File: config.mk
export PLATFORM = sky130hd
export DESIGN_NAME = seq_binary_to_7seg_flat
export DESIGN_NICKNAME = d
export VERILOG_FILES = /design/src/rtl/seq_binary_to_7seg_pkg.sv /design/src/rtl/seq_binary_to_7seg_if.sv /design/src/rtl/seq_binary_to_7seg_bcd_to_seg7.sv /design/src/rtl/seq_binary_to_7seg.sv /design/src/flat_wrapper.sv
export SDC_FILE = /design/constraint.sdc
export NUM_CORES = 1
export LEC_CHECK = 0
export CAP_MARGIN = 20
export CELL_PAD_IN_SITES_DETAIL_PLACEMENT = 0
export CELL_PAD_IN_SITES_GLOBAL_PLACEMENT = 1
export CORE_ASPECT_RATIO = 1.75
export CORE_MARGIN = 2
export CORE_UTILIZATION = 32
export CTS_BUF_LIST = sky130_fd_sc_hd__clkbuf_4
export CTS_CLUSTER_DIAMETER = 30
export CTS_CLUSTER_SIZE = 12
export DETAILED_ROUTE_END_ITERATION = 16
export PLACE_DENSITY_LB_ADDON = 0.3
export SETUP_SLACK_MARGIN = 0.4
export SYNTH_ARGS = -nofsm -noshare
export SYNTH_HDL_FRONTEND = slang
export SYNTH_SLANG_ARGS = --single-unit
File: constraint.sdc
create_clock -name clk -period 4.6 [get_ports clk]
set_input_delay 0.69 -clock clk [delete_from_list [all_inputs] [get_ports clk]]
set_output_delay 0.69 -clock clk [all_outputs]
set_load 0.01 [all_outputs]
File: src/rtl/seq_binary_to_7seg_pkg.sv
// Shared constants, FSM state type and BCD helper for the 7-segment display driver.
// Segment patterns are {g,f,e,d,c,b,a}, active-low.
package seg7_pkg;

  localparam logic [6:0] SEG_0     = 7'b1000000;
  localparam logic [6:0] SEG_1     = 7'b1111001;
  localparam logic [6:0] SEG_2     = 7'b0100100;
  localparam logic [6:0] SEG_3     = 7'b0110000;
  localparam logic [6:0] SEG_4     = 7'b0011001;
  localparam logic [6:0] SEG_5     = 7'b0010010;
  localparam logic [6:0] SEG_6     = 7'b0000010;
  localparam logic [6:0] SEG_7     = 7'b1111000;
  localparam logic [6:0] SEG_8     = 7'b0000000;
  localparam logic [6:0] SEG_9     = 7'b0010000;
  localparam logic [6:0] SEG_BLANK = 7'b1111111;
  localparam logic [6:0] SEG_MINUS = 7'b0111111;

  typedef enum logic [1:0] {IDLE, ABS, SHIFT, ENCODE} state_t;

  // Double-dabble correction applied to a nibble before each left shift.
  function automatic logic [3:0] bcd_add3(input logic [3:0] n);
    return (n >= 4'd5) ? n + 4'd3 : n;
  endfunction

endpackage

File: src/rtl/seq_binary_to_7seg_if.sv
// Operand handshake and display outputs of the sequential binary-to-7-segment driver.
interface seq_binary_to_7seg_if #(
  parameter int W      = 11,
  parameter int DIGITS = 3
);
  logic                  in_valid;
  logic                  in_ready;
  logic [W-1:0]          in_data;
  logic                  in_tc;
  logic                  out_valid;
  logic [6:0]            seg_sign;
  logic [7*DIGITS-1:0]   seg_digits;
  logic                  too_large;
  logic                  busy;

  modport master (
    output in_valid, in_data, in_tc,
    input  in_ready, out_valid, seg_sign, seg_digits, too_large, busy
  );

  modport slave (
    input  in_valid, in_data, in_tc,
    output in_ready, out_valid, seg_sign, seg_digits, too_large, busy
  );
endinterface

File: src/rtl/seq_binary_to_7seg_bcd_to_seg7.sv
// Combinational BCD digit to active-low 7-segment pattern; blank forces all segments off.
module bcd_to_seg7
  import seg7_pkg::*;
(
  input  logic [3:0] bcd,
  input  logic       blank,
  output logic [6:0] seg
);
  always_comb begin
    seg = SEG_BLANK;
    if (!blank) begin
      case (bcd)
        4'd0:    seg = SEG_0;
        4'd1:    seg = SEG_1;
        4'd2:    seg = SEG_2;
        4'd3:    seg = SEG_3;
        4'd4:    seg = SEG_4;
        4'd5:    seg = SEG_5;
        4'd6:    seg = SEG_6;
        4'd7:    seg = SEG_7;
        4'd8:    seg = SEG_8;
        4'd9:    seg = SEG_9;
        default: seg = SEG_BLANK;
      endcase
    end
  end
endmodule

File: src/rtl/seq_binary_to_7seg.sv
// Sequential binary-to-7-segment driver: one double-dabble bit per clock, fixed W+3 cycle turnaround.
// Accepts only when idle; display outputs hold between conversions and update with a one-cycle out_valid.
module seq_binary_to_7seg
  import seg7_pkg::*;
#(
  parameter int W        = 11,
  parameter int DIGITS   = 3,
  parameter int LZ_BLANK = 1
)(
  input  logic               clk,
  input  logic               rst,
  seq_binary_to_7seg_if.slave bus
);
  localparam int MAXV = 10**DIGITS - 1;
  localparam int DW   = $clog2(10**DIGITS);
  localparam int CW   = (W > DW) ? W : DW;
  localparam int CNTW = $clog2(W);
  localparam int BW   = 4*DIGITS;

  state_t                state;
  logic [CNTW-1:0]       cnt;
  logic [W-1:0]          data_r, mag_r;
  logic                  tc_r, neg_r, tl_r;
  logic [BW-1:0]         bcd_r, bcd_adj;
  logic [W-1:0]          mag_abs;
  logic                  neg_abs, tl_abs;
  logic [DIGITS-1:0]     blank_lz;
  logic [7*DIGITS-1:0]   seg_dec;
  logic                  out_valid_r, too_large_r;
  logic [6:0]            seg_sign_r;
  logic [7*DIGITS-1:0]   seg_digits_r;
  logic                  hz;

  always_comb begin
    mag_abs = tc_r ? (data_r[W-1] ? -data_r : data_r) : {1'b0, data_r[W-2:0]};
    // Signed-magnitude negative zero must not light the minus sign.
    neg_abs = data_r[W-1] && (mag_abs != '0);
    tl_abs  = CW'(mag_abs) > CW'(MAXV);
  end

  always_comb begin
    bcd_adj = '0;
    for (int i = 0; i < DIGITS; i++) bcd_adj[4*i +: 4] = bcd_add3(bcd_r[4*i +: 4]);
  end

  // A digit above the units is blanked when it and all higher digits are zero.
  always_comb begin
    hz       = 1'b1;
    blank_lz = '0;
    for (int i = DIGITS-1; i >= 0; i--) begin
      hz          = hz & (bcd_r[4*i +: 4] == 4'd0);
      blank_lz[i] = (LZ_BLANK != 0) && (i != 0) && hz;
    end
  end

  for (genvar g = 0; g < DIGITS; g++) begin : g_dig
    bcd_to_seg7 u_dec (
      .bcd   (bcd_r[4*g +: 4]),
      .blank (blank_lz[g]),
      .seg   (seg_dec[7*g +: 7])
    );
  end

  always_ff @(posedge clk or posedge rst) begin
    if (rst) begin
      state        <= IDLE;
      cnt          <= '0;
      data_r       <= '0;
      mag_r        <= '0;
      bcd_r        <= '0;
      tc_r         <= 1'b0;
      neg_r        <= 1'b0;
      tl_r         <= 1'b0;
      out_valid_r  <= 1'b0;
      too_large_r  <= 1'b0;
      seg_sign_r   <= SEG_BLANK;
      seg_digits_r <= {DIGITS{SEG_BLANK}};
    end else begin
      out_valid_r <= 1'b0;
      case (state)
        IDLE: begin
          if (bus.in_valid) begin
            data_r <= bus.in_data;
            tc_r   <= bus.in_tc;
            state  <= ABS;
          end
        end
        ABS: begin
          mag_r <= mag_abs;
          neg_r <= neg_abs;
          tl_r  <= tl_abs;
          bcd_r <= '0;
          cnt   <= CNTW'(W-1);
          state <= SHIFT;
        end
        SHIFT: begin
          bcd_r <= {bcd_adj[BW-2:0], mag_r[W-1]};
          mag_r <= {mag_r[W-2:0], 1'b0};
          if (cnt == '0) state <= ENCODE;
          else           cnt   <= cnt - 1'b1;
        end
        ENCODE: begin
          seg_sign_r   <= neg_r ? SEG_MINUS : SEG_BLANK;
          seg_digits_r <= tl_r ? {DIGITS{SEG_MINUS}} : seg_dec;
          too_large_r  <= tl_r;
          out_valid_r  <= 1'b1;
          state        <= IDLE;
        end
        default: state <= IDLE;
      endcase
    end
  end

  assign bus.in_ready   = (state == IDLE);
  assign bus.busy       = (state != IDLE);
  assign bus.out_valid  = out_valid_r;
  assign bus.seg_sign   = seg_sign_r;
  assign bus.seg_digits = seg_digits_r;
  assign bus.too_large  = too_large_r;
endmodule

File: src/flat_wrapper.sv
// flat-port wrapper written by rule: the top's interface ports become plain ports
module seq_binary_to_7seg_flat import seg7_pkg::*;
#(
  parameter int W        = 11,
  parameter int DIGITS   = 3,
  parameter int LZ_BLANK = 1
)
  (clk, rst, bus_in_valid, bus_in_data, bus_in_tc, bus_in_ready, bus_out_valid, bus_seg_sign, bus_seg_digits, bus_too_large, bus_busy);
  seq_binary_to_7seg_if #(.W(W), .DIGITS(DIGITS)) bus_i ();
  input  logic clk;
  input  logic rst;
  input wire logic [$bits(bus_i.in_valid)-1:0] bus_in_valid;
  input wire logic [$bits(bus_i.in_data)-1:0] bus_in_data;
  input wire logic [$bits(bus_i.in_tc)-1:0] bus_in_tc;
  output wire logic [$bits(bus_i.in_ready)-1:0] bus_in_ready;
  output wire logic [$bits(bus_i.out_valid)-1:0] bus_out_valid;
  output wire logic [$bits(bus_i.seg_sign)-1:0] bus_seg_sign;
  output wire logic [$bits(bus_i.seg_digits)-1:0] bus_seg_digits;
  output wire logic [$bits(bus_i.too_large)-1:0] bus_too_large;
  output wire logic [$bits(bus_i.busy)-1:0] bus_busy;
  assign bus_i.in_valid = bus_in_valid;
  assign bus_i.in_data = bus_in_data;
  assign bus_i.in_tc = bus_in_tc;
  assign bus_in_ready = bus_i.in_ready;
  assign bus_out_valid = bus_i.out_valid;
  assign bus_seg_sign = bus_i.seg_sign;
  assign bus_seg_digits = bus_i.seg_digits;
  assign bus_too_large = bus_i.too_large;
  assign bus_busy = bus_i.busy;
  seq_binary_to_7seg #(.W(W), .DIGITS(DIGITS), .LZ_BLANK(LZ_BLANK)) u_core (.clk(clk), .rst(rst), .bus(bus_i));
endmodule
After elaboration in Yosys (flattened, before gate mapping)
Memories as Yosys holds them, arrays and structs flattened.
Index checks and enable logic that the tools add are counted.
{ "totals": {"mem_count": 3, "out_inout_bits": 32, "latch_bits": 0, "regBits": 73, "mem_bits_rw": 0, "romBits": 336} }
{ "mem_list": {"columns": ["memory", "depth", "word_bits", "rd", "rd_ports_with_merged_regs", "write_ports", "line", "rtl"], "rows": [
  ["(name not given)", 16, 7, 1, 0, 0, "seq_binary_to_7seg_bcd_to_seg7.sv:12", "case (bcd)"],
  ["(name not given)", 16, 7, 1, 0, 0, "seq_binary_to_7seg_bcd_to_seg7.sv:12", null],
  ["(name not given)", 16, 7, 1, 0, 0, "seq_binary_to_7seg_bcd_to_seg7.sv:12", null]
]} }
{ "classes": {"addsub": 5, "bitwise": 1, "n_mul": 0, "n_mux": 17, "eq_ne": 6, "order_cmp": 4, "reduce_logical": 11, "shifts": 0, "n_div": 0} }
{ "ops": {"columns": ["operator", "count"], "rows": [
  ["12-bit case mux with 2 select lines", 1],
  ["11-bit two-way mux", 2],
  ["11-bit case mux with 2 select lines", 1],
  ["21-bit two-way mux", 1],
  ["7-bit two-way mux", 3],
  ["4-bit by 3-bit greater-or-equal comparator with 1-bit output, second input constant", 3],
  ["4-bit zero test", 3],
  ["4-bit two-way mux", 3],
  ["11-bit by 10-bit greater-than comparator with 1-bit output, second input constant", 1],
  ["11-bit negator", 1],
  ["11-bit nonzero test", 1],
  ["4-bit by 2-bit adder with 4-bit output, second input constant", 2],
  ["2-bit case mux with 4 select lines", 1],
  ["4-bit case mux with 2 select lines", 1],
  ["2-bit AND reduction", 3],
  ["2-bit == test, second input constant", 2],
  ["2-bit two-way mux", 2],
  ["2-bit != test, second input constant", 2],
  ["2-bit nonzero test", 2],
  ["4-bit by 1-bit subtractor with 4-bit output, second input constant", 1],
  ["3-bit by 2-bit adder with 3-bit output, second input constant", 1],
  ["3-bit two-way mux", 1],
  ["2-bit by 1-bit == test with 1-bit output, second input constant", 1],
  ["2-bit zero test", 1],
  ["4 further kinds", 4]
]} }

Depth between registers and ports, before layout
Gate-level depths: netlist of run 1.
{ "logic_depth": {"depth_word": 5, "ltp_mapped": 8, "depth_no_buf": 7} }

Hierarchy
From an unflattened synthesis of run 1, not the netlist that was laid out.
{ "unflattened": {"hier_cells": 441, "area_unflattened_um2": 4304.1} }
{ "by_module_without_submodules": {"columns": ["module", "seq_area_each_um2", "n_inst", "cells_each", "area_per_inst_um2"], "rows": [
  ["seq_binary_to_7seg", 1704.1, 1, 340, 3580.9],
  ["bcd_to_seg7 (u_core.g_dig[0].u_dec ...)", 0.0, 2, 33, 235.2],
  ["bcd_to_seg7 (u_core.g_dig[2].u_dec)", 0.0, 1, 35, 252.7]
]} }

Worst setup path after synthesis of run 1
Ideal clock, no wire load.
{ "synth_path": {"path_kind": "reg-to-reg", "startpoint": "register u_core.data_r[0]", "endpoint": "register u_core.mag_r[8]", "arrival_time_ns": 1.845, "path_stages_with_launch": 9, "setup_time_ns": 0.125, "required_ns": 4.475, "setup_slack_ns": 2.630, "synth_period_minus_slack_ns": 1.970, "cell_sequence": "dfrtp_1 > buf_2 > inv_1 > ha_1 > nor4b_4 > a21oi_2 > xor2_1 > mux2_2 > mux2_4"} }
{ "synth_between": {"elab_chain_cells": 4} }
{ "synth_rtl": {"columns": ["item", "line", "rtl"], "rows": [
  ["start: declaration", "seq_binary_to_7seg.sv:22", "logic [W-1:0] data_r, mag_r;"],
  ["start signal: assignment", "seq_binary_to_7seg.sv:83", "data_r <= bus.in_data;"],
  ["11-bit negator", "seq_binary_to_7seg.sv:35", "mag_abs = tc_r ? (data_r[W-1] ? -data_r : data_r) : {1'b0, data_r[W-2:0]};"],
  ["11-bit two-way mux (2 in series)", "seq_binary_to_7seg.sv:35", null],
  ["11-bit case mux with 2 select lines", "seq_binary_to_7seg.sv:80", "case (state)"],
  ["end signal: assignment", "seq_binary_to_7seg.sv:89", "mag_r <= mag_abs;"],
  ["end signal: assignment", "seq_binary_to_7seg.sv:98", "mag_r <= {mag_r[W-2:0], 1'b0};"],
  ["end: declaration", "seq_binary_to_7seg.sv:22", null]
]} }
No other way between the ends.
A chain may end at the register's enable or synchronous reset.

Worst setup path in the final report of run 1
{ "layout_path": {"startpoint": "register u_core.state[0]", "endpoint": "output port bus_busy"} }
{ "layout_between": {"elab_chain_cells": 1} }
{ "layout_rtl": {"columns": ["item", "line", "rtl"], "rows": [
  ["start: declaration", "seq_binary_to_7seg.sv:20", "state_t state;"],
  ["start signal: assignment", "seq_binary_to_7seg.sv:66", "state <= IDLE;"],
  ["start signal: assignment", "seq_binary_to_7seg.sv:85", "state <= ABS;"],
  ["start signal: assignment", "seq_binary_to_7seg.sv:94", "state <= SHIFT;"],
  ["2-bit nonzero test", "seq_binary_to_7seg.sv:115", "assign bus.busy = (state != IDLE);"],
  ["end: declaration", "flat_wrapper.sv:20", "output wire logic [$bits(bus_i.busy)-1:0] bus_busy;"]
]} }
No other way between the ends.

==> out/summary.md, run 1 <==
Setup repair after global routing left no endpoint under its margin. Clock-pin slew was measured on the worst setup and hold paths at 130 ps. After global routing the overflow that remains totals 0. At the worst endpoint, the arrival time is 1840 ps. Detailed placement ended at an HPWL of 6329 µm. For this run, asynchronously set or reset flops after synthesis account for 100.0%. Setup violations remaining at the end of the flow were counted as 0. Master of the slowest instance on the critical path: clkdlybuf4s50_1. For the required arrival time at the worst endpoint, the log shows 3910 ps.

The routed layout has 3,008 vias. Cells with a size suffix above 1 make up 14.82% of the layout. The largest driver fanout on the critical path was 4.

The number of H-tree levels came out at 3. The tools report the critical register-to-register path endpoint as u_core.cnt[3]. On the final layout, the worst clock skew is 21.21 ps. By count the netlist is led by 46 x a21oi_1, 45 x dfrtp_1, 40 x nor2_1, 38 x inv_1, 29 x o21ai_0.

The tools report the final hold violation count as 0. In this run the horizontal extent of the chip is 87.13 µm. For this design the ratio of total power to cell area is 638.6 nW/µm². Relative to the synthesized area, the layout overhead comes to 16.62%. For the initial standard-cell utilization of the core, the log shows 32.42%. The multiplexer area fraction after synthesis was 7.759%. The tools report the launching point of the worst reg2reg path as u_core.state[0].

Dividing the detail-routed wire length by the instance count gives 14.56 µm. Launching element type of the critical path: a flip-flop. At the placement stage, the worst setup path has a slack of 2286 ps. Counting the buffers created by CTS gives 9. The worst path uses 55.03% of the clock period.

The final period demand of the worst path is 2531 ps, and the post-route antenna net violation count is 0. The leading register cell type out of synthesis was dfrtp_1. The first global-routing pass estimated 14,110 µm of wire.

The count of buffers added on input and output ports is 40. The number of cells upsized or downsized after cts came out at 0. Traced cell by cell, the critical path runs through inv_1 > ha_1 > inv_1 > clkdlybuf4s50_1. For the area inside the core boundary, the log shows 11,940 µm².

For the pin with the worst max-slew slack, the measured transition is 865.6 ps. In this design, the critical path's most frequently occurring cell is inv_1. After floorplanning, the core was divided into 53 placement rows. Summing the areas of all and, or, nand and nor instances in the mapped netlist gives 12.71% of the synthesized area.

In this run the deepest clock path goes through 2 buffers. The count of hold-fix buffers inserted at cts was 0. The fraction of post-synthesis cell area in the top cell type by area was 29.10%; the number of synthesis warnings was 0. In the post-synthesis netlist, the biggest area contributors are dfrtp_1 29%, dfstp_2 15%, ha_1 6.8%.

The run gives 1 as the number of antenna violations at the first check in global routing. TritonCTS built the clock tree. In this run, synthesis inferred 0 flip-flops with an integrated enable. The via count of the first global-routing pass is 2,889. The tree is rooted in a clkbuf_4. The logs give 13,020 µm² for the area of the die and 14.01% for the overall fraction of global-route tracks in use.

Cells fill 37.81% of the core in the end. The synthesized-area fraction occupied by adder cells works out to 6.790%. The per-cell via count in the routed design came out at 5.098.

The worst setup path is captured at an output port. 47 I/O pins were placed. The height of the chip was 149.5 µm. Max-cap violations in this run came to 0. Summing internal, switching and leakage power gives 2.882 mW.

In this run the register-to-register setup slack is 2330 ps. The tools report the capturing instance or port of the critical path as bus_busy. The CTS sink count came out at 67. Worst hold path class: reg -> reg. The clock insertion delay at the later pin of the skew report is 460 ps, and the summed instance area of the synthesized netlist is 3870 µm². For the final routed database, the setup TNS stands at 0 ps. The synthesized netlist devotes 3.168% of its cell area to XOR and XNOR gates.

The post-CTS setup buffer count came out at 0. The total count of max-transition violations in the final report is 0. The number of instances in the synthesized netlist came out at 419. Across the VDD grid, the largest voltage drop is 0.2315 mV. The logs give 590 for the post-layout instance count excluding filler cells and 573 for the number of instances in the placed design. The first detailed-routing pass took 4 iterations. The leading cell type by number of instances after synthesis is a21oi_1. The biggest cell delay along the critical path works out to 550 ps.

The flow ran to the end, and the final reports show no timing, DRC or antenna violations. After detailed routing, the total wire length is 8588 µm. Timing would allow up to 395.1 MHz.

The largest total area in the synthesized netlist belongs to dfrtp_1. The post-synthesis compound-gate area fraction came out at 17.85%. Headroom to the max-slew limit came out at 42.21%.

Synthesis inferred 67 register bits. At the end of routability-driven placement, the weighted congestion stood at 0.7801. For this run, design rule violations remaining after detail routing come to 0.

The analysis attributes to cell leakage a power of 1.879 nW. The netlist uses 47 different library cells. Each instance of the synthesized netlist takes up on average 9.236 µm². Tracing the worst setup path back leads to its startpoint at u_core.state[0]. After synthesis, the largest family of logic cells by area is compound AO/OA/AOI/OAI gates.

In the final design database the tool counted 483 nets. The tools report the share of synthesized area occupied by flip-flops and latches as 44.03%. For this block, the initial DRC count from the detailed router was 99. The cell depth of the worst flop-to-flop path came out at 6. Pin count of the biggest net entering global routing: 43.

Across all setup checks in the final design, the least slack found is 2069 ps. The critical path is of the reg -> out type.
## critical path, delay by kind of cell, from the launching register on
kind                     cells  cell delay (ps)
adder cells (fa/ha/maj)      1              240
buffers and inverters        3              750
flip-flops                   1              410
## per-layer routing
metal / up-vias / GRT usage, % / part of all wire [%]
met3: 9 / 2.482 / 2.3
met5: - / 0 / 0
met4: 0 / 7.154 / 2.2
li1: 1499 / - / -
met2: 48 / 25.73 / 56
met1: 1452 / 14.89 / 40
## report_power, final
part	total, mW	switching (mW)	internal, mW
Clock	0.501	0.224	0.278
Sequential	1.05	0.222	0.832
Combinational	1.33	0.707	0.620
## stage by stage
step | hold WS, ps | instance area [µm²]
CTS | 429.9 | 4511
global route | 444.7 | 4513
finish | 416.3 | 4513
global placement | 428.2 | 4332
floorplan | 390.8 | 3889
detailed placement | 427.7 | 4332
## flip-flops by register name, indices dropped and copies added (netlist names)
signal and count:
u_core.bus.seg_digits 21, u_core.bcd_r 12, u_core.data_r 11, u_core.mag_r 11, u_core.cnt 4, u_core.state 2, u_core.bus.out_valid 1, u_core.bus.seg_sign 1
u_core.bus.too_large 1, u_core.neg_r 1, u_core.tc_r 1, u_core.tl_r 1
## area by class of cell
cell class / count / area, µm²
Timing Repair Buffer: 43 / 422.9
Clock buffer: 10 / 75.07
Inverter: 38 / 142.6
Multi-Input combinational cell: 288 / 1891
Tap cell: 137 / 171.4
Fill cell: 1221 / 7423
Sequential cell: 67 / 1704
Clock inverter: 6 / 103.9
Antenna cell: 1 / 2.502
## worst min path at each step
stage                             from  cells after the start                      to  slack, ps
after floorplan           u_core.neg_r                      1  u_core.bus.seg_sign[6]        390
after global placement    u_core.neg_r                      1  u_core.bus.seg_sign[6]        430
after global routing      u_core.neg_r                      1  u_core.bus.seg_sign[6]        440
after CTS                 u_core.neg_r                      1  u_core.bus.seg_sign[6]        430
after detailed placement  u_core.neg_r                      1  u_core.bus.seg_sign[6]        430
final                     u_core.neg_r                      1  u_core.bus.seg_sign[6]        420
## layout by cell type (no fill, tap or decap), drive strengths merged, types with 2 or more instances in the layout
cell / netlist / routed
a21oi: 47 / 47
a31oi: 3 / 3
a41oi: 2 / 2
and3: 3 / 3
buf: 10 / 3
bufinv: 0 / 3
clkbuf: 21 / 10
clkdlybuf4s50: 0 / 40
clkinv: 0 / 3
conb: 1 / 6
dfrtp: 45 / 45
dfstp: 22 / 22
ha: 21 / 21
inv: 38 / 38
mux2: 21 / 21
mux2i: 6 / 6
nand2: 28 / 28
nand2b: 6 / 6
nand3: 4 / 4
nand4: 3 / 3
nor2: 40 / 40
nor3: 8 / 8
nor4: 5 / 5
o211ai: 6 / 6
o21a: 4 / 4
o21ai: 29 / 29
o22a: 2 / 2
o22ai: 12 / 12
o32a: 2 / 2
o32ai: 4 / 4
or3: 2 / 2
xnor2: 12 / 12
xor2: 2 / 2
## cell families after synthesis
group	Yosys count
compound gates	117
xor+xnor	14
fa+ha+maj	21
buf+inv	69
flops	67
mux	27
other cells	1
simple gates	103
No activity file was read; power rests on OpenSTA's default activity.
==> run 2, diff against run 1 <==
==> constraint.sdc (replaced) <==
create_clock -name clk -period 2.2 [get_ports clk]
set_input_delay 0.33 -clock clk [delete_from_list [all_inputs] [get_ports clk]]
set_output_delay 0.33 -clock clk [all_outputs]
set_load 0.01 [all_outputs]
==> out/summary.md, run 2 (synthesis gave the netlist of run 1 again) <==
The worst clock skew was 15.72 ps (-5.487 ps). The power spent charging and discharging nets was 2.565 mW (+120%); the total count of max-transition violations in the final report was 0 (unchanged). The via count came out at 3,082 (+2.5%). The number of I/O port buffers works out to 40 (unchanged). The run gives 32.42% (unchanged) as the initial standard-cell utilization of the core.

The switching power share of the total works out to 41.01% (+1.0 points). Slew at the pin closest to its max-slew limit: 562.2 ps (-303.4 ps). The number of violations of the max-capacitance limit is 0 (unchanged), and the horizontal extent of the die is 87.13 µm (unchanged).

The clock network fraction of design power came out at 12.8% (-4.6 points). The run gives 0 (unchanged) as the setup-violating endpoint count in the final report. The static leakage was 1.963 nW (+4.4%); the floorplan row count was 53 (unchanged).

The tools report the total cell area at the placement stage as 4457 µm² (+2.9%). The tools report the worst setup margin as 354.5 ps (-1714 ps). Counting stages on the worst path, the most repeated cell is mux2_4.

For the finished layout, the period the worst path requires is 1845 ps. The number of DRC violations after detailed-routing iteration 0 is 130 (+31%), and the boundary pin count is 47 (unchanged). For the minimum hold slack, the log shows 286.6 ps (-129.7 ps). The aggregate negative setup slack was 0 ps (unchanged); the biggest cell delay along the critical path was 450 ps (-100 ps). The library cell used most frequently in the layout, excluding fill and tap cells, is a21oi_1.

The post-route clock period utilization works out to 83.88%. The number of antenna violations at the first check in global routing was 1 (unchanged). The run gives 2150 ps (+310 ps) as the worst path arrival time. The worst setup slack after placement was 219.8 ps (-2066 ps); the worst-case vdd ir drop was 0.5178 mV (+120%). Final cell area excluding filler cells: 4745 µm² (+5.1%). The post-route antenna net violation count was 0 (unchanged). The logs give 13,020 µm² (unchanged) for the area of the die and 35 (-19%) for the pin count of the biggest net entering global routing. The run gives 0 (unchanged) as the final hold violation count. The layout-stage area growth over the synthesis result is 22.60%, and the filler cell count is 1,228 (+0.57%).

The area inside the core boundary is 11,940 µm² (unchanged), and the largest driver fanout on the critical path is 4 (unchanged). For the relative contribution of combinational cells to total power, the log shows 52.1% (+6.1 points). The worst hold path class was in -> async.

Setup repair after global routing could not meet its margin everywhere. The number of flip-flops in the largest register was 21 (unchanged). For this run, the top clock speed supported by timing is 541.9 MHz. The overall fraction of global-route tracks in use was 14.70% (+0.70 points); the CTS sink count was 67 (unchanged). The final routed DRC violation total is 0 (unchanged). Path type of the worst setup path: reg -> reg.

The count of hold-fix buffers inserted at cts came out at 0 (unchanged). The worst relative slew slack came out at 62.44% (+20 points). The cell depth of the worst flop-to-flop path was 7 (+1); the portion of total power attributed to sequential cells was 35.1% (-1.5 points).

The tools report the critical register-to-register path endpoint as u_core.mag_r[8]. The estimated wirelength of the detail-placed design came out at 6554 µm (+3.6%). For the via count of the first global-routing pass, the log shows 3,033 (+5.0%). For the cell-internal power, the log shows 3.689 mW (+110%).

The kind of end point of the critical path is a flip-flop. The master of the slowest instance on the critical path was dfrtp_2. Leaving out fill and tap cells, the most frequent cells in the layout are 45 x a21oi_1, 41 x dfrtp_1, 38 x nor2_1. The final weighted congestion in routability-driven placement is 0.7690 (-1.4%). The slack of the worst reg-to-reg path was 350 ps (-1980 ps); the global-route congestion overflow total was 0 (unchanged). The cell sitting at the root of the clock tree is a clkbuf_4.

The flow ran to the end, and the final reports show no timing, DRC or antenna violations. For the number of H-tree levels, the log shows 3 (unchanged). The worst setup path is launched from a flip-flop. The run gives 9 (unchanged) as the number of buffers inserted during clock tree synthesis. Walking the worst path, the cells encountered are inv_2 > ha_4 > nor4b_4 > a21oi_2 > xor2_2 > mux2_4 > mux2_4. The wire length per cell after detailed routing was 14.64 µm (+0.55%). TritonCTS built the clock tree. The power per standard cell area is 1318 nW/µm² (+110%). The launching point of the worst reg2reg path was u_core.data_r[0]. The run gives 503 (+4.1%) as the net count reported at finish. The global-route wire length before repair was 14,780 µm (+4.7%); the fraction of layout cells with a size suffix above 1 was 22.93% (+8.1 points). The tools report the clock insertion delay at the later pin of the skew report as 430 ps (-30 ps). The height of the chip is 149.5 µm (unchanged), and the total detailed-routing wirelength is 8913 µm (+3.8%). The clock-pin slew of the registers on the worst-case setup and hold paths was 120 ps (about the same); the worst-case clock buffer depth was 2 (unchanged). The tools report the first-pass detailed-route iteration total as 4 (unchanged). The per-cell via count in the routed design is 5.061 (-0.74%).

For the required arrival time at the worst endpoint, the log shows 2510 ps (-1400 ps).
## run 2: changes by cell type in the layout (fill, tap and decap cells not counted), moves of 4 or more
| cell | change |
|---|---|
| buf_4 | +16 |
| dfrtp_2 | +4 |
| inv_1 | -4 |
| dlygate4sd2_1 | +23 |
| ha_1 | -5 |
| dfrtp_1 | -4 |
| clkdlybuf4s50_1 | -24 |
## run 2: critical path: cells and delay by family, from the launching register on
kind,cells,cell delay (ps)
flops,1,450
simple gates,1,260
mux,2,520
compound gates,1,120
fa+ha+maj,1,120
buf+inv,1,70
xor+xnor,1,190
## run 2: worst max-delay path by stage
stage                          start              end  slack (ps)
floorplan           u_core.data_r[0]  u_core.mag_r[8]         340
global placement    u_core.data_r[0]     u_core.neg_r         260
detailed placement  u_core.data_r[0]     u_core.neg_r         220
CTS                  u_core.state[1]         bus_busy         350
global route        u_core.data_r[0]     u_core.neg_r         280
finish              u_core.data_r[0]  u_core.mag_r[8]         350
## run 2: what timing repair did
| action | in CTS | in global routing |
|---|---|---|
| pin swaps | 5 | 6 |
| setup buffers | 9 | 2 |
| gates resized for setup | 37 | 13 |
| endpoints found under the setup margin | 28 | 12 |
## run 2: power by group through the flow
stage                     clock network (mW)  logic [mW]  registers (mW)
after global routing                   0.895        3.64            2.28
after global placement                     0        2.96            2.21
after CTS                              0.847        3.19            2.19
final                                  0.800        3.26            2.19
after floorplan                            0        2.22            2.07
after detailed placement                   0        3.01            2.22
## run 2: through the flow
| step | total power, mW | utilization (%) | cells |
|---|---|---|---|
| 6_report | 6.254 | 39.75 | 609 |
| 5_1_grt | 6.807 | 39.75 | 609 |
| 4_1_cts | 6.221 | 39.20 | 606 |
| 3_5_place_dp | 5.231 | 37.34 | 582 |
| 3_3_place_gp | 5.176 | 37.34 | 582 |
| 2_1_floorplan | 4.291 | - | 424 |
## run 2: metal layers
metal / GRT usage, % / up-vias / wire length [µm]
li1: - / 1530 / -
met1: 15.32 / 1480 / 3415
met2: 27.33 / 55 / 5052
met3: 2.537 / 17 / 224
met4: 7.615 / 0 / 221
met5: 0 / - / 0
## run 2: cell type report
class / instances / area (µm²) / share of cell area, %
Multi-Input combinational cell: 288 / 2003 / 42.22
Antenna cell: 1 / 2.502 / 0.05274
Clock buffer: 11 / 82.58 / 1.741
Sequential cell: 67 / 1709 / 36.02
Tap cell: 137 / 171.4 / 3.613
Clock inverter: 4 / 43.79 / 0.9230
Inverter: 38 / 146.4 / 3.085
Timing Repair Buffer: 63 / 585.6 / 12.34
